[config.mk]
export PLATFORM = sky130hd
export DESIGN_NAME = lsu_mem_stage
export DESIGN_NICKNAME = d
export VERILOG_FILES = /design/src/rtl/lsu_mem_stage_pkg.sv /design/src/rtl/lsu_mem_stage_align.sv /design/src/rtl/lsu_mem_stage.sv
export SDC_FILE = /design/constraint.sdc
export NUM_CORES = 1
export LEC_CHECK = 0
export ABC_AREA = 1
export BUFFER_PORTS_ARGS = -buffer_cell sky130_fd_sc_hd__buf_2
export CAP_MARGIN = 20
export CORE_MARGIN = 1
export CORE_UTILIZATION = 58
export DETAILED_ROUTE_END_ITERATION = 16
export PLACE_DENSITY = 0.86
export SYNTH_ARGS = -nofsm -noshare
export SYNTH_HDL_FRONTEND = slang
export SYNTH_HIERARCHICAL = 1
export SYNTH_SLANG_ARGS = --single-unit
export TNS_END_PERCENT = 30
[constraint.sdc]
create_clock -name clk -period 4.95 [get_ports clk]
set_clock_uncertainty 0.15 [all_clocks]
set_input_delay 0.2475 -clock clk [delete_from_list [all_inputs] [get_ports clk]]
set_output_delay 0.2475 -clock clk [all_outputs]
set_load 0.05 [all_outputs]
[src/rtl/lsu_mem_stage_pkg.sv]
// Shared widths, memory opcodes, FSM encoding and latched-instruction payload
// for the rvseed memory stage.
package lsu_mem_stage_pkg;

  localparam int unsigned CPU_WIDTH      = 32;
  localparam int unsigned REG_ADDR_WIDTH = 5;
  localparam int unsigned MEM_OP_WIDTH   = 3;
  localparam int unsigned BE_WIDTH       = CPU_WIDTH / 8;
  localparam int unsigned OFF_WIDTH      = $clog2(BE_WIDTH);

  // funct3 encoding; stores reuse the B/H/W codes
  localparam logic [MEM_OP_WIDTH-1:0] MEM_OP_B  = 3'b000;
  localparam logic [MEM_OP_WIDTH-1:0] MEM_OP_H  = 3'b001;
  localparam logic [MEM_OP_WIDTH-1:0] MEM_OP_W  = 3'b010;
  localparam logic [MEM_OP_WIDTH-1:0] MEM_OP_BU = 3'b100;
  localparam logic [MEM_OP_WIDTH-1:0] MEM_OP_HU = 3'b101;

  typedef enum logic [1:0] {
    ST_IDLE  = 2'b00,
    ST_REQ   = 2'b01,
    ST_RWAIT = 2'b10
  } lsu_state_e;

  typedef struct packed {
    logic [CPU_WIDTH-1:0]      pc;
    logic [CPU_WIDTH-1:0]      alu_res;
    logic                      reg_wen;
    logic [REG_ADDR_WIDTH-1:0] reg_waddr;
    logic                      mem2reg;
    logic                      is_store;
    logic [MEM_OP_WIDTH-1:0]   mem_op;
  } lsu_inst_t;

  // 011, 110 and 111 have no load/store meaning
  function automatic logic mem_op_illegal(input logic [MEM_OP_WIDTH-1:0] op);
    return (op[1:0] == 2'b11) || (op[2] && op[1]);
  endfunction

endpackage

[src/rtl/lsu_mem_stage_align.sv]
// Combinational lane logic: store byte-enables/replication, misalign detect,
// and load byte/half extraction with sign or zero extension.
module lsu_align
  import lsu_mem_stage_pkg::*;
(
  input  logic [MEM_OP_WIDTH-1:0] acc_op_i,
  input  logic [OFF_WIDTH-1:0]    acc_off_i,
  input  logic [CPU_WIDTH-1:0]    st_data_i,
  output logic                    acc_misalign_c_o,
  output logic [BE_WIDTH-1:0]     st_be_c_o,
  output logic [CPU_WIDTH-1:0]    st_wdata_c_o,
  input  logic [MEM_OP_WIDTH-1:0] ld_op_i,
  input  logic [OFF_WIDTH-1:0]    ld_off_i,
  input  logic [CPU_WIDTH-1:0]    ld_rdata_i,
  output logic [CPU_WIDTH-1:0]    ld_data_c_o
);

  logic [1:0]  acc_size;
  logic [7:0]  ld_byte;
  logic [15:0] ld_half;

  always_comb begin
    acc_size         = acc_op_i[1:0];
    acc_misalign_c_o = mem_op_illegal(acc_op_i)
                     || ((acc_size == 2'b01) && acc_off_i[0])
                     || ((acc_size == 2'b10) && (acc_off_i != '0));
    st_be_c_o    = '1;
    st_wdata_c_o = st_data_i;
    case (acc_size)
      2'b00: begin
        st_be_c_o    = BE_WIDTH'(1) << acc_off_i;
        st_wdata_c_o = {4{st_data_i[7:0]}};
      end
      2'b01: begin
        st_be_c_o    = acc_off_i[1] ? 4'b1100 : 4'b0011;
        st_wdata_c_o = {2{st_data_i[15:0]}};
      end
      default: ;
    endcase
  end

  always_comb begin
    ld_byte = ld_rdata_i[{ld_off_i, 3'b000} +: 8];
    ld_half = ld_off_i[1] ? ld_rdata_i[31:16] : ld_rdata_i[15:0];
    case (ld_op_i)
      MEM_OP_B:  ld_data_c_o = {{24{ld_byte[7]}}, ld_byte};
      MEM_OP_H:  ld_data_c_o = {{16{ld_half[15]}}, ld_half};
      MEM_OP_BU: ld_data_c_o = {24'b0, ld_byte};
      MEM_OP_HU: ld_data_c_o = {16'b0, ld_half};
      MEM_OP_W:  ld_data_c_o = ld_rdata_i;
      default:   ld_data_c_o = ld_rdata_i;
    endcase
  end

endmodule

[src/rtl/lsu_mem_stage.sv]
// rvseed memory stage: latches an EXU result, runs one aligned req/gnt/rvalid
// data-memory access when needed, and emits a registered write-back beat.
module lsu_mem_stage
  import lsu_mem_stage_pkg::*;
(
  input  logic                      clk,
  input  logic                      rst_n,
  input  logic                      enable,
  input  logic                      exu_done_en,
  input  logic [CPU_WIDTH-1:0]      exu_inst_pc,
  input  logic [CPU_WIDTH-1:0]      exu_alu_res,
  input  logic [CPU_WIDTH-1:0]      exu_reg2_rdata,
  input  logic                      exu_inst_reg_wen,
  input  logic [REG_ADDR_WIDTH-1:0] exu_inst_reg_waddr,
  input  logic                      exu_inst_mem_wen,
  input  logic                      exu_inst_mem_ren,
  input  logic                      exu_inst_mem2reg,
  input  logic [MEM_OP_WIDTH-1:0]   exu_inst_mem_op,
  output logic                      dmem_req,
  output logic                      dmem_we,
  output logic [CPU_WIDTH-1:0]      dmem_addr,
  output logic [CPU_WIDTH-1:0]      dmem_wdata,
  output logic [BE_WIDTH-1:0]       dmem_be,
  input  logic                      dmem_gnt,
  input  logic                      dmem_rvalid,
  input  logic [CPU_WIDTH-1:0]      dmem_rdata,
  output logic                      mem_done_en,
  output logic [CPU_WIDTH-1:0]      mem_inst_pc,
  output logic                      mem_reg_wen,
  output logic [REG_ADDR_WIDTH-1:0] mem_reg_waddr,
  output logic [CPU_WIDTH-1:0]      mem_reg_wdata,
  output logic                      mem_misalign,
  output logic                      mem_busy
);

  lsu_state_e                state_q, state_d;
  lsu_inst_t                 inst_q, inst_d;
  logic                      req_q, req_d, we_q, we_d;
  logic [CPU_WIDTH-1:0]      addr_q, addr_d, bwdata_q, bwdata_d;
  logic [BE_WIDTH-1:0]       be_q, be_d;
  logic                      done_q, done_d, mis_q, mis_d, busy_q, busy_d;
  logic [CPU_WIDTH-1:0]      wb_pc_q, wb_pc_d, wb_wdata_q, wb_wdata_d;
  logic                      wb_wen_q, wb_wen_d;
  logic [REG_ADDR_WIDTH-1:0] wb_waddr_q, wb_waddr_d;
  logic                      accept, is_mem, acc_misalign;
  logic [BE_WIDTH-1:0]       st_be;
  logic [CPU_WIDTH-1:0]      st_wdata, ld_data;

  lsu_align u_align (
    .acc_op_i         (exu_inst_mem_op),
    .acc_off_i        (exu_alu_res[OFF_WIDTH-1:0]),
    .st_data_i        (exu_reg2_rdata),
    .acc_misalign_c_o (acc_misalign),
    .st_be_c_o        (st_be),
    .st_wdata_c_o     (st_wdata),
    .ld_op_i          (inst_q.mem_op),
    .ld_off_i         (inst_q.alu_res[OFF_WIDTH-1:0]),
    .ld_rdata_i       (dmem_rdata),
    .ld_data_c_o      (ld_data)
  );

  always_comb begin
    state_d    = state_q;
    inst_d     = inst_q;
    req_d      = req_q;
    we_d       = we_q;
    addr_d     = addr_q;
    bwdata_d   = bwdata_q;
    be_d       = be_q;
    done_d     = 1'b0;
    mis_d      = 1'b0;
    wb_pc_d    = wb_pc_q;
    wb_wen_d   = wb_wen_q;
    wb_waddr_d = wb_waddr_q;
    wb_wdata_d = wb_wdata_q;
    accept     = (state_q == ST_IDLE) && exu_done_en && enable;
    is_mem     = exu_inst_mem_wen || exu_inst_mem_ren;

    case (state_q)
      ST_IDLE: begin
        if (accept) begin
          inst_d.pc        = exu_inst_pc;
          inst_d.alu_res   = exu_alu_res;
          inst_d.reg_wen   = exu_inst_reg_wen;
          inst_d.reg_waddr = exu_inst_reg_waddr;
          inst_d.mem2reg   = exu_inst_mem2reg;
          inst_d.is_store  = exu_inst_mem_wen;
          inst_d.mem_op    = exu_inst_mem_op;
          if (is_mem && !acc_misalign) begin
            state_d  = ST_REQ;
            req_d    = 1'b1;
            we_d     = exu_inst_mem_wen;
            addr_d   = {exu_alu_res[CPU_WIDTH-1:OFF_WIDTH], OFF_WIDTH'(0)};
            be_d     = st_be;
            bwdata_d = st_wdata;
          end else begin
            // non-memory ops and dropped accesses retire straight from the latch
            done_d     = 1'b1;
            mis_d      = is_mem;
            wb_pc_d    = exu_inst_pc;
            wb_waddr_d = exu_inst_reg_waddr;
            wb_wdata_d = exu_alu_res;
            wb_wen_d   = !is_mem && exu_inst_reg_wen && (exu_inst_reg_waddr != '0);
          end
        end
      end
      ST_REQ: begin
        if (dmem_gnt) begin
          req_d = 1'b0;
          if (inst_q.is_store) begin
            state_d    = ST_IDLE;
            done_d     = 1'b1;
            wb_pc_d    = inst_q.pc;
            wb_waddr_d = inst_q.reg_waddr;
            wb_wdata_d = inst_q.alu_res;
            wb_wen_d   = 1'b0;
          end else begin
            state_d = ST_RWAIT;
          end
        end
      end
      ST_RWAIT: begin
        if (dmem_rvalid) begin
          state_d    = ST_IDLE;
          done_d     = 1'b1;
          wb_pc_d    = inst_q.pc;
          wb_waddr_d = inst_q.reg_waddr;
          wb_wdata_d = inst_q.mem2reg ? ld_data : inst_q.alu_res;
          wb_wen_d   = inst_q.reg_wen && (inst_q.reg_waddr != '0);
        end
      end
      default: state_d = ST_IDLE;
    endcase

    busy_d = (state_d != ST_IDLE);
  end

  always_ff @(posedge clk or negedge rst_n) begin
    if (!rst_n) begin
      state_q    <= ST_IDLE;
      inst_q     <= '0;
      req_q      <= 1'b0;
      we_q       <= 1'b0;
      addr_q     <= '0;
      bwdata_q   <= '0;
      be_q       <= '0;
      done_q     <= 1'b0;
      mis_q      <= 1'b0;
      busy_q     <= 1'b0;
      wb_pc_q    <= '0;
      wb_wen_q   <= 1'b0;
      wb_waddr_q <= '0;
      wb_wdata_q <= '0;
    end else begin
      state_q    <= state_d;
      inst_q     <= inst_d;
      req_q      <= req_d;
      we_q       <= we_d;
      addr_q     <= addr_d;
      bwdata_q   <= bwdata_d;
      be_q       <= be_d;
      done_q     <= done_d;
      mis_q      <= mis_d;
      busy_q     <= busy_d;
      wb_pc_q    <= wb_pc_d;
      wb_wen_q   <= wb_wen_d;
      wb_waddr_q <= wb_waddr_d;
      wb_wdata_q <= wb_wdata_d;
    end
  end

  assign dmem_req      = req_q;
  assign dmem_we       = we_q;
  assign dmem_addr     = addr_q;
  assign dmem_wdata    = bwdata_q;
  assign dmem_be       = be_q;
  assign mem_done_en   = done_q;
  assign mem_inst_pc   = wb_pc_q;
  assign mem_reg_wen   = wb_wen_q;
  assign mem_reg_waddr = wb_waddr_q;
  assign mem_reg_wdata = wb_wdata_q;
  assign mem_misalign  = mis_q;
  assign mem_busy      = busy_q;

endmodule
Word level (Yosys, flattened, before mapping)
Index checks and enable logic that the tools add are counted.

cells by class
  eq/ne operators = 14
  shifts and indexed selects = 2
  muxes and demuxes = 49
  reductions and logical operators = 28

operator list
  kind                                                                   count
  32-bit 2-to-1 mux                                                      11
  32-bit case mux with 3 select lines                                    2
  32-bit case mux with 4 select lines                                    1
  32-bit case mux with 2 select lines                                    1
  32-bit by 6-bit indexed part select with 8-bit output                  1
  5-bit 2-to-1 mux                                                       5
  1-bit 2-to-1 mux                                                       16
  16-bit 2-to-1 mux                                                      1
  5-bit case mux with 3 select lines                                     1
  2-bit 2-to-1 mux                                                       5
  2-bit inequality test, second input constant                           5
  5-bit nonzero test                                                     2
  1-bit logical AND                                                      9
  4-bit case mux with 2 select lines                                     1
  2-bit equality test, second input constant                             3
  3-bit equality test, second input constant                             2
  1-bit case mux with 3 select lines                                     2
  2-bit case mux with 3 select lines                                     1
  6-bit AND reduction                                                    1
  2-bit nonzero test                                                     3
  2-bit by 1-bit equality test with 1-bit output, second input constant  2
  2-bit zero test                                                        2
  1-bit logical OR                                                       4
  4-bit 2-to-1 mux                                                       1
  10 further kinds                                                       11

word-level totals
  flip-flop bits (word level) = 218
  input port bits = 146
  output and inout port bits = 143

Depth between registers and ports, before layout
Gate-level depths: netlist of the first run.

  depth in word-level cells = 10
  depth in mapped cells = 15

Hierarchy
The synthesis of the first run kept the hierarchy.

modules (own cells, without submodules)
  module         instances  cells an instance  area each (um2)  seq. area each (um2)
  lsu_mem_stage  1          1,201              9,680.5          5,455.2
  lsu_align      1          292                1,411.4          0.0

Worst setup path before layout of the first run
Ideal clock, no wire load.

  path type = register to register
  start point = register state_q[0]
  end point = register wb_pc_q[11], in the netlist mem_inst_pc[11]
  data arrival time = 1.544 ns
  required time = 4.734 ns
  setup slack = 3.190 ns
  stages on the path, launching flop included = 14
  buffers on the path = 4
  cells stage by stage = dfrtp_1 > inv_1 > ha_1 > buf_6 > nand2_4 > nand2_1 > nor2_2 > nand3_2 > buf_6 > inv_4 > buf_8 > buf_6 > nand2_1 > nand2_1

on the way
  cells in the longest elaborated chain, start to end = 5

RTL lines
  item                             line                                      RTL
  start, declared                  lsu_mem_stage.sv:36                       lsu_state_e state_q, state_d;
  start signal, assigned           lsu_mem_stage.sv:155                      state_q <= state_d;
  2-bit zero test                  lsu_mem_stage.sv:76, lsu_mem_stage.sv:79
  1-bit logical AND (2 in series)  lsu_mem_stage.sv:76                       accept = (state_q == ST_IDLE) && exu_done_en && enable;
  2-bit inequality test (no line)  --
  6-bit AND reduction (no line)    --
  end signal, assigned             lsu_mem_stage.sv:165                      wb_pc_q <= wb_pc_d;
  end, declared                    lsu_mem_stage.sv:42                       logic [CPU_WIDTH-1:0] wb_pc_q, wb_pc_d, wb_wdata_q, wb_wdata_d;

Several ways; a longest one is shown, not always the timed one.
A chain may end at the register's enable or synchronous reset.

Worst setup path after layout of the first run
  start point = input port exu_inst_mem_op[0]
  end point = register addr_q[22], in the netlist dmem_addr[22]

on the way
  cells in the longest elaborated chain, start to end = 7

RTL lines
  item                                                                                          line                                                RTL
  start, declared                                                                               lsu_mem_stage.sv:18                                 input logic [MEM_OP_WIDTH-1:0] exu_inst_mem_op,
  2-bit equality test / 2-bit by 1-bit equality test with 1-bit output (equally long branches)  lsu_mem_stage_pkg.sv:36, lsu_mem_stage_align.sv:25
  1-bit logical OR / 1-bit logical AND (equally long branches)                                  lsu_mem_stage_pkg.sv:36, lsu_mem_stage_align.sv:25
  1-bit logical OR                                                                              lsu_mem_stage_align.sv:25                           || ((acc_size == 2'b01) && acc_off_i[0])
  1-bit logical OR (*)                                                                          lsu_mem_stage_align.sv:26                           || ((acc_size == 2'b10) && (acc_off_i != '0));
  named net acc_misalign                                                                        lsu_mem_stage.sv:45                                 logic accept, is_mem, acc_misalign;
  1-bit zero test (*)                                                                           lsu_mem_stage.sv:89                                 if (is_mem && !acc_misalign) begin
  1-bit logical AND (*)                                                                         lsu_mem_stage.sv:89
  3-bit AND reduction (no line) (*)                                                             --
  end signal, assigned                                                                          lsu_mem_stage.sv:159                                addr_q <= addr_d;
  end, declared                                                                                 lsu_mem_stage.sv:39                                 logic [CPU_WIDTH-1:0] addr_q, addr_d, bwdata_q, bwdata_d;

Mark *: on every way through the listed nets, which the timed path passes. The rest lies on a longest branch.

==> results of run 1 <==
## registers in the layout, summed over array words and instances, names as in the netlist, 2 cells and up
register       count
inst_q            75
dmem_wdata        32
mem_inst_pc       32
mem_reg_wdata     32
dmem_addr         30
mem_reg_waddr      5
dmem_be            4
state_q            2
## stage by stage
| stage | total power, mW | area, um^2 |
|---|---|---|
| 2_1_floorplan | 7.68 | 11100 |
| 4_1_cts | 10.8 | 14200 |
| 5_1_grt | 11.7 | 14300 |
| 6_report | 11.0 | 14300 |
| 3_3_place_gp | 8.81 | 12300 |
| 3_5_place_dp | 8.99 | 12400 |
## Yosys cell counts (2+ instances only)
cell      count  area, um^2
nand2_4       4        45.0
buf_8         2        30.0
nand2_1     624        2340
a21oi_1       2        10.0
or2_0         3        18.8
buf_6        10         113
buf_2        30         150
nor2_2        4        25.0
dfrtp_1     218        5460
inv_4         2        12.5
clkbuf_1     45         169
o21ai_1      21         105
nand3_2       8        80.1
or2_2         4        25.0
inv_1       142         533
nor2_1       20        75.1
nand2_2       3        18.8
a22oi_1       7        52.6
inv_2         6        22.5
ha_1          4        50.1
o21ai_0     196         981
buf_4        13        97.6
o211ai_1      6        45.0
nand3_1     110         551
## worst register-to-register path, cell delays in order (launching register included)
cell	delay [ns]
dfrtp_1	0.44
inv_1	0.15
ha_4	0.18
inv_2	0.07
nor2_8	0.53
nand2_4	0.68
o21ai_0	0.56
## where the power goes
group | total [mW] | switching, mW | internal (mW) | leakage [nW]
Combinational | 5.92 | 4.41 | 1.51 | 4.90
Clock | 1.74 | 0.716 | 1.02 | 0.379
Sequential | 3.31 | 0.648 | 2.67 | 2.72
Total | 11.0 | 5.77 | 5.20 | 8.00
## final cells by class
cell class	instances	area share
Antenna cell	2	0.000351
Timing Repair Buffer	403	0.185
Inverter	151	0.0406
Clock buffer	35	0.0485
Multi-Input combinational cell	1025	0.318
Clock inverter	6	0.00518
Sequential cell	218	0.383
Tap cell	234	0.0205
## metal layers
metal	vias up	wire length (um)	track usage
met5	-	0	0
met4	0	1720	0.179
met3	169	3010	0.0704
met2	688	16700	0.602
met1	5261	13100	0.437
li1	5313	-	-
## cell families after synthesis
logic type | after synthesis
DFF | 218
adders and majority gates | 4
buffers and inverters | 251
other | 1
AOI/OAI and AO/OA | 234
and+or+nand+nor | 785
## worst paths after layout
check | endpoint | start | slack, ns | cells past startpoint
worst min-delay path | dmem_wdata[26]$_DFFE_PN0P_ | exu_reg2_rdata[10] | 0.02 | 5
worst max-delay path | dmem_addr[22]$_DFFE_PN0P_ | exu_inst_mem_op[0] | 1.63 | 8
max in group asynchronous | mem_inst_pc[21]$_DFFE_PN0P_ | rst_n | 3.16 | 3
worst max register to register | dmem_addr[22]$_DFFE_PN0P_ | state_q[1]$_DFF_PN0_ | 2.08 | 6
min in group asynchronous | dmem_addr[14]$_DFFE_PN0P_ | rst_n | 0.26 | 2
worst min register to register | dmem_wdata[13]$_DFFE_PN0P_ | dmem_wdata[13]$_DFFE_PN0P_ | 0.31 | 2
==> run_results.csv, run 1 <==
group,metric,value,unit
status,outcome,"finished, final reports clean",
global_routing,grt_max_degree,137,
global_routing,grt_pass1_wl,55900,um
global_routing,gr-total-overflow,0,
logic_synthesis,syn_avg_cell_area,7.43,um^2
logic_synthesis,synth_cell_types,33,
floorplan,core,18700,um^2
job,maxCapViolCount,0,
logic_synthesis,seq_area_frac_synth,0.492,
setup_path,cp-end-kind,"register",
logic_synthesis,ys_async_sr_fraction,1.00,
power,p_leak,8.00,nW
setup_path,arrival,3.57,ns
logic_synthesis,synth_fa_ha_area_frac,0.00451,
cts,cts_tree,"built",
floorplan,die_h,140,um
route,vias,11400,
final_layout,layout_commonest_cell,"nand2_1",
floorplan,die_w,140,um
final_layout,drive_gt1_frac,0.201,
logic_synthesis,netlist_area,11100,um^2
sta,fin_setup_tns,0,ns
place,placedCellCount,1922,
sta,relSlewSlack,0.298,
power,power.density,770,nW/um^2
setup_path,path_max_fanout,100,
sta,finalCritPeriodShare,0.672,
final_layout,mostFrequentLayoutCells,"624 x nand2_1, 285 x buf_2, 218 x dfrtp_1",
route,drt_wl_total,34500,um
global_routing,grt_pass1_vias,11300,
cts,cts-resized-gates,0,
logic_synthesis,synth_xor_area_frac,0,
global_routing,grtUsageTotal,0.356,
cts,cts.path.max_buffers,3,
route,drc,0,
floorplan,initial_core_util,0.593,
logic_synthesis,synthFlopType,"dfrtp_1",
logic_synthesis,synth-edff-count,0,
final_layout,area_growth,28.5,%
setup_path,cp_slowest_cell,"nor2_1",
place,dp_hpwl,20100,um
cts,clk_pin_slew_worst_paths,0.06,ns
route,viasPerCell,5.51,
global_routing,antenna_found_initial,1,
logic_synthesis,syn_inst,1493,
cts,cts_sinks,218,
logic_synthesis,synth_top_family_by_area,"simple AND/OR/NAND/NOR gates",
min_path,hold_path_class,"in -> reg",
final_layout,multi_input_comb_area,4530,um^2
setup_path,critPathRequiredTime,5.20,ns
place,gp_congestion,0.916,
sta,fin_ws,1.63,ns
setup_path,crit_buf_inv,3,
final_layout,fin_util,0.762,
place,preCtsSetupSlack,1.82,ns
cts,cts_root_buffer,"clkbuf_16",
sta,hold_viol,0,
sta,tightest_slew,1.05,ns
cts,cts_max_level,1,
floorplan,num_rows,50,
logic_synthesis,synth_compound_area_frac,0.109,
floorplan,ios,289,
route,ant_nets,0,
setup_path,crit_path_start_kind,"input port",
cts,cts_buffers,23,
sta,whs,0.0211,ns
final_layout,regArea,5460,um^2
logic_synthesis,ys.warnings.count,6,
sta,rsz0062_at_grt,"false",
cts,cts-hold-fix-buffers,107,
setup_path,path_class,"in -> reg",
route,wire_per_inst,16.7,um
setup_path,cp_cell_sequence,"dlygate4sd3_1, buf_2, nor2_1, a21oi_1, nor2_2, buf_4, nand2_4, o21ai_0",
sta,finalSetupViolations,0,
logic_synthesis,ys_ff_latch,218,
sta,slew_viol_final,0,
route,first_iter_violations,926,
floorplan,die_area,19700,um^2
route,firstDrtPassIters,8,
power,ir_worst_vdd,0.504,mV
place,port_buffers,286,
setup_path,critical-path-top-delay-family,"simple AND/OR/NAND/NOR gates",
cts,postCtsSetupBuffers,0,
final_layout,fin_nets,1972,
setup_path,crit_path_max_incr_delay,0.68,ns
logic_synthesis,synthMuxAreaShare,0,
cts,clk_latency,0.52,ns
logic_synthesis,synthSimpleGateAreaFrac,0.292,
sta,fin_crit,3.32,ns
final_layout,fillers,1250,
final_layout,stdcell_count,2074,
sta,fmax,0.301,GHz
No activity file was read; power rests on OpenSTA's default activity.
==> run 2: changes to the inputs <==
- ABC_AREA: 1 -> 0
- CORE_UTILIZATION: 58 -> 48
- PLACE_DENSITY: 0.86 -> 0.77
- clock period: 4.95 -> 2.9 ns (I/O delays scaled with it)
==> run 2 against run 1 <==
Net effect: total power is 82% higher; combinational power up 89%; critical path depth rose by 1; hold slack better by 0.013 ns; sequential power up 69%; first-iteration DRC count decreased by 56%; via count down 26%; final cell count is 25% lower; clock power rose by 79%; non-clock buffer count grew 29; highest routed layer is now met5.
==> run_results.csv, run 2 <==
group,metric,value,unit
final_layout,largest_register_ffs,75,
sta,finalSetupViolations,0,
setup_path,reg2reg_to,"mem_reg_wdata[18]$_DFFE_PN0P_",
sta,hold_viol,0,
logic_synthesis,synth_xor_area_frac,0,
global_routing,grt_pass1_vias,9148,
status,outcome,"finished, final reports clean",
final_layout,multi_input_comb_area,5120,um^2
sta,rsz0062_at_grt,"false",
global_routing,gr-total-overflow,0,
floorplan,core,22600,um^2
global_routing,antenna_found_initial,2,
sta,fmax,0.387,GHz
sta,relSlewSlack,0.495,
setup_path,path_class,"in -> reg",
place,dpl_cell_area,12700,um^2
final_layout,layout_commonest_cell,"buf_2",
sta,fin_setup_tns,0,ns
setup_path,arrival,2.83,ns
final_layout,fin_util,0.650,
cts,cts.path.max_buffers,3,
power,power.density,1360,nW/um^2
place,dp_hpwl,19400,um
logic_synthesis,synth_compound_area_frac,0.0728,
final_layout,fin_area,14700,um^2
cts,cts_sinks,218,
logic_synthesis,ys.warnings.count,6,
setup_path,crit_path_start_kind,"input port",
logic_synthesis,synth_fa_ha_area_frac,0.00455,
power,finalPower,19.9,mW
min_path,hold_path_class,"in -> reg",
cts,clk_latency,0.51,ns
final_layout,fillers,1654,
job,maxCapViolCount,0,
final_layout,regArea,5460,um^2
setup_path,ff2ff_path_depth,6,
logic_synthesis,post-synth-top-count-cell,"dfrtp_1",
global_routing,grt_max_degree,84,
setup_path,r2r_start,"state_q[0]$_DFF_PN0_",
global_routing,grtUsageTotal,0.260,
logic_synthesis,synth-edff-count,0,
logic_synthesis,syn_inst,869,
route,wire_per_inst,19.6,um
floorplan,die_h,153,um
place,port_buffers,286,
final_layout,drive_gt1_frac,0.499,
logic_synthesis,synthFlopType,"dfrtp_1",
cts,cts_buffers,25,
final_layout,area_growth,33.3,%
cts,clk_pin_slew_worst_paths,0.06,ns
setup_path,path_max_fanout,18,
logic_synthesis,synthMuxAreaShare,0.315,
floorplan,num_rows,55,
cts,cts_max_level,1,
sta,tightest_slew,0.758,ns
final_layout,mostFrequentLayoutCells,"285 x buf_2, 218 x dfrtp_1, 195 x mux2_2",
logic_synthesis,synth_top_area_cell,"dfrtp_1",
cts,cts_root_buffer,"clkbuf_16",
logic_synthesis,syn_avg_cell_area,12.7,um^2
route,drt_wl_total,30500,um
logic_synthesis,synth_common_cells,"218 x dfrtp_1, 195 x mux2_2, 71 x mux2_4",
route,drc,0,
logic_synthesis,synth_cell_types,46,
sta,whs,0.0341,ns
setup_path,cp-startpoint,"exu_alu_res[1]",
route,firstDrtPassIters,5,
logic_synthesis,synthSimpleGateAreaFrac,0.0688,
logic_synthesis,synth_top_cell_area_share,0.496,
place,gp_congestion,0.904,
setup_path,critPathRequiredTime,3.15,ns
cts,cts-hold-fix-buffers,119,
sta,finalCritPeriodShare,0.891,
logic_synthesis,netlist_area,11000,um^2
route,ant_nets,0,
logic_synthesis,seq_area_frac_synth,0.496,
cts,cts-resized-gates,0,
power,p_leak,6.86,nW
floorplan,initial_core_util,0.487,
logic_synthesis,synth_top_family_by_area,"multiplexers",
logic_synthesis,ys_async_sr_fraction,1.00,
setup_path,regToRegSetupSlack,0.42,ns
setup_path,cp-end-kind,"register",
route,viasPerCell,5.45,
logic_synthesis,ys_ff_latch,218,
final_layout,top_register,"inst_q",
floorplan,ios,289,
cts,cts_tree,"built",
global_routing,grt_pass1_wl,48800,um
min_path,whs_path_depth,5,
power,ir_worst_vdd,0.849,mV
floorplan,die_w,153,um
route,first_iter_violations,412,
route,vias,8492,
final_layout,fin_nets,1405,
cts,postCtsSetupBuffers,0,
floorplan,die_area,23500,um^2
logic_synthesis,synthTopCellsByArea,"dfrtp_1 50%, mux2_2 20%, mux2_4 9.7%",
sta,slew_viol_final,0,
setup_path,cp-endpoint,"mem_reg_wdata[18]$_DFFE_PN0P_",
sta,fin_crit,2.58,ns
==> run 2: how the worst min path moves through the flow <==
stage	slack (ns)	from	endpoint
floorplan	-0.30	rst_n	dmem_addr[10]$_DFFE_PN0P_
detailed placement	0.04	rst_n	dmem_addr[24]$_DFFE_PN0P_
CTS	0.01	exu_done_en	state_q[1]$_DFF_PN0_
finish	0.03	exu_done_en	state_q[1]$_DFF_PN0_
global placement	0.04	rst_n	dmem_addr[19]$_DFFE_PN0P_
global route	0.1	exu_done_en	state_q[1]$_DFF_PN0_
==> run 2: metrics by stage <==
step / instances / setup slack [ns]
2_1_floorplan: 870 / 0.775
3_3_place_gp: 1394 / 0.377
3_5_place_dp: 1394 / 0.365
4_1_cts: 1557 / 0.319
5_1_grt: 1557 / 0.208
6_report: 1558 / 0.316
==> run 2: area by class of cell <==
cell class	count	share of cell area
clock buffer	32	0.0465
sequential	218	0.372
tap	285	0.0243
multi-input combinational	573	0.349
timing repair buffer	432	0.198
clock inverter	12	0.00819
inverter	5	0.00128
antenna	1	0.000171
==> run 2: kinds of logic after synthesis <==
| kind of cell | Yosys count |
|---|---|
| adders and majority gates | 4 |
| muxes | 285 |
| other | 1 |
| AOI/OAI and AO/OA | 127 |
| and+or+nand+nor | 155 |
| DFF | 218 |
| buffers and inverters | 79 |
==> run 2: worst max-delay path: stages <==
cell	delay, ns
dlygate4sd3_1	0.56
buf_2	0.17
nor2_1	0.06
a21oi_1	0.22
o21bai_4	0.20
nand3_1	0.10
a2111o_2	0.77
buf_12	0.28
mux2_4	0.31
==> run 2: routing by layer <==
metal / wire length, um / global-route usage / vias up
met5: 11 / 0 / -
met4: 910 / 0.0867 / 2
met2: 15000 / 0.448 / 332
met3: 2010 / 0.0567 / 74
li1: - / - / 3908
met1: 12500 / 0.323 / 4176
==> run 2: power by group <==
part           switching, mW  internal, mW  leakage [nW]  total (mW)
Combinational           6.74          4.48          3.87        11.2
Clock                   1.27          1.84         0.399        3.11
Sequential             0.971          4.63          2.58        5.60
Total                   8.99          11.0          6.86        19.9
==> run 3: changes to the inputs <==
==> constraint.sdc (replaced) <==
create_clock -name clk -period 2.9 [get_ports clk]
set_clock_uncertainty 0.15 [all_clocks]
set_input_delay 0.29 -clock clk [delete_from_list [all_inputs] [get_ports clk]]
set_output_delay 0.29 -clock clk [all_outputs]
set_load 0.05 [all_outputs]
==> run 3 against run 2 <==
Net effect: count of clock-buffer cells in the layout is 8 higher; largest cell class unchanged; core utilization is 0.59 points lower; sequential power hardly changed; register-to-register slack better by 0.07 ns; final cell count is 1.2% lower; total power is 0.51% lower; worst setup slack better by 0.12 ns; largest power group unchanged; critical path depth stayed put.
==> run_results.csv, run 3 (same netlist as run 2, synthesis figures left out) <==
group,metric,value,unit
floorplan,num_rows,55,
sta,slew_viol_final,0,
route,wire_per_inst,19.4,um
global_routing,grtUsageTotal,0.256,
route,vias,8487,
setup_path,path_class,"in -> reg",
global_routing,grt_max_degree,78,
final_layout,stdcell_count,1540,
sta,rsz0062_at_grt,"false",
cts,cts.path.max_buffers,3,
place,placedCellCount,1388,
cts,cts_tree,"built",
final_layout,antenna_cells,0,
global_routing,grt_pass1_vias,9081,
route,first_iter_violations,361,
floorplan,ios,289,
global_routing,grt_pass1_wl,48000,um
floorplan,initial_core_util,0.487,
route,firstDrtPassIters,5,
place,preCtsSetupSlack,0.322,ns
global_routing,met2_usage,0.440,
route,drt_wl_total,29900,um
floorplan,die_area,23500,um^2
setup_path,arrival,2.71,ns
cts,cts_max_level,1,
setup_path,path_max_fanout,24,
global_routing,grt_use_met3,0.0544,
power,netSwitchingFraction,0.450,
place,gp_congestion,0.894,
cts,cts_root_buffer,"clkbuf_16",
power,cellInternalPower,10.9,mW
global_routing,gr-total-overflow,0,
sta,fin_ws,0.440,ns
min_path,hold_path_class,"in -> reg",
setup_path,critPathRequiredTime,3.15,ns
route,ant_nets,0,
final_layout,layout_commonest_cell,"buf_2",
cts,clk_latency,0.53,ns
power,p_switching,8.93,mW
floorplan,core,22600,um^2
power,power.density,1370,nW/um^2
cts,clk_pin_slew_worst_paths,0.06,ns
global_routing,antenna_found_initial,1,
final_layout,fin_nets,1387,
power,ir_worst_vdd,0.831,mV
power,finalPower,19.8,mW
global_routing,top_usage_layer,"met2",
setup_path,crit_path_start_kind,"input port",
route,viasPerCell,5.51,
final_layout,drive_gt1_frac,0.500,
sta,fin_setup_tns,0,ns
final_layout,largest_register_ffs,75,
global_routing,gr-usage-met1,0.320,
place,dp_hpwl,19200,um
cts,cts_buffers,25,
power,power.share.clock,0.160,
sta,finalSetupViolations,0,
job,maxCapViolCount,0,
floorplan,die_w,153,um
power,pwr-share-seq,0.281,
sta,finalCritPeriodShare,0.848,
place,port_buffers,286,
sta,hold_viol,0,
route,drc,0,
sta,relSlewSlack,0.592,
sta,fmax,0.406,GHz
final_layout,top_register,"inst_q",
floorplan,die_h,153,um
cts,cts-resized-gates,0,
power,p_leak,6.79,nW
status,outcome,"finished, final reports clean",
sta,tightest_slew,0.613,ns
sta,fin_crit,2.46,ns
final_layout,area_growth,32.1,%
cts,cts_sinks,218,
power,power_frac_comb,0.559,
setup_path,cp-end-kind,"register",
final_layout,mostFrequentLayoutCells,"285 x buf_2, 218 x dfrtp_1, 195 x mux2_2",
## run 3: cell types whose count changed in the layout (fill, tap and decap cells not counted), moves of 2 or more
| cell | change |
|---|---|
| dlygate4sd3_1 | -12 |
| buf_4 | -6 |
| clkbuf_8 | +6 |
| clkinv_2 | -4 |
| clkbuf_1 | +2 |
## run 3: power by group through the flow
stage	Combinational, mW	Sequential [mW]	Clock [mW]
detailed placement	11.0	5.55	0
floorplan	5.35	8.88	0
global route	11.7	5.76	3.34
CTS	11.1	5.54	3.24
global placement	10.7	5.47	0
finish	11.1	5.57	3.18
## run 3: area by class of cell
| class | instances | area (um^2) |
|---|---|---|
| fillers | 1709 | 8040 |
| multi-input cells | 573 | 5120 |
| clock inverters | 5 | 65.1 |
| repair buffers | 414 | 2750 |
| clock buffers | 40 | 772 |
| well taps | 285 | 357 |
| flip-flops and latches | 218 | 5460 |
| inverters | 5 | 18.8 |
## run 3: layer usage
metal  up-vias  wire length (um)
li1       3859                 -
met1      4252             12400
met2       302             14700
met3        72              1870
met4         2               907
met5         -                11
## run 3: repair_timing
item	CTS	global route
hold buffers	107	0
endpoints found under the hold margin	255	0
buffers inserted	0	0
## run 3: through the flow
stage	area, um^2	hold WS, ns	util
floorplan	11000	-0.156	-
global placement	12600	0.125	0.559
detailed placement	12600	0.127	0.559
CTS	14500	0.0189	0.644
global route	14500	0.0431	0.644
finish	14500	0.0483	0.644
## run 3: final timing paths
path	to	cells past startpoint	slack (ns)	start
worst max-delay path	mem_reg_wdata[12]$_DFFE_PN0P_	9	0.44	exu_alu_res[0]
min in group asynchronous	dmem_addr[19]$_DFFE_PN0P_	2	0.16	rst_n
worst max register to register	mem_reg_wdata[4]$_DFFE_PN0P_	6	0.49	inst_q[1]$_DFFE_PN0P_
worst min-delay path	dmem_wdata[9]$_DFFE_PN0P_	3	0.05	exu_reg2_rdata[9]
worst min register to register	inst_q[41]$_DFFE_PN0P_	1	0.35	inst_q[41]$_DFFE_PN0P_
max in group asynchronous	mem_inst_pc[26]$_DFFE_PN0P_	3	1.62	rst_n
## run 3: critical path: stages
cell	delay [ns]
dlygate4sd3_1	0.54
buf_2	0.15
nor2_1	0.07
a21oi_1	0.19
o21bai_4	0.19
nand3_1	0.10
a2111o_2	0.51
buf_4	0.28
mux2_4	0.35
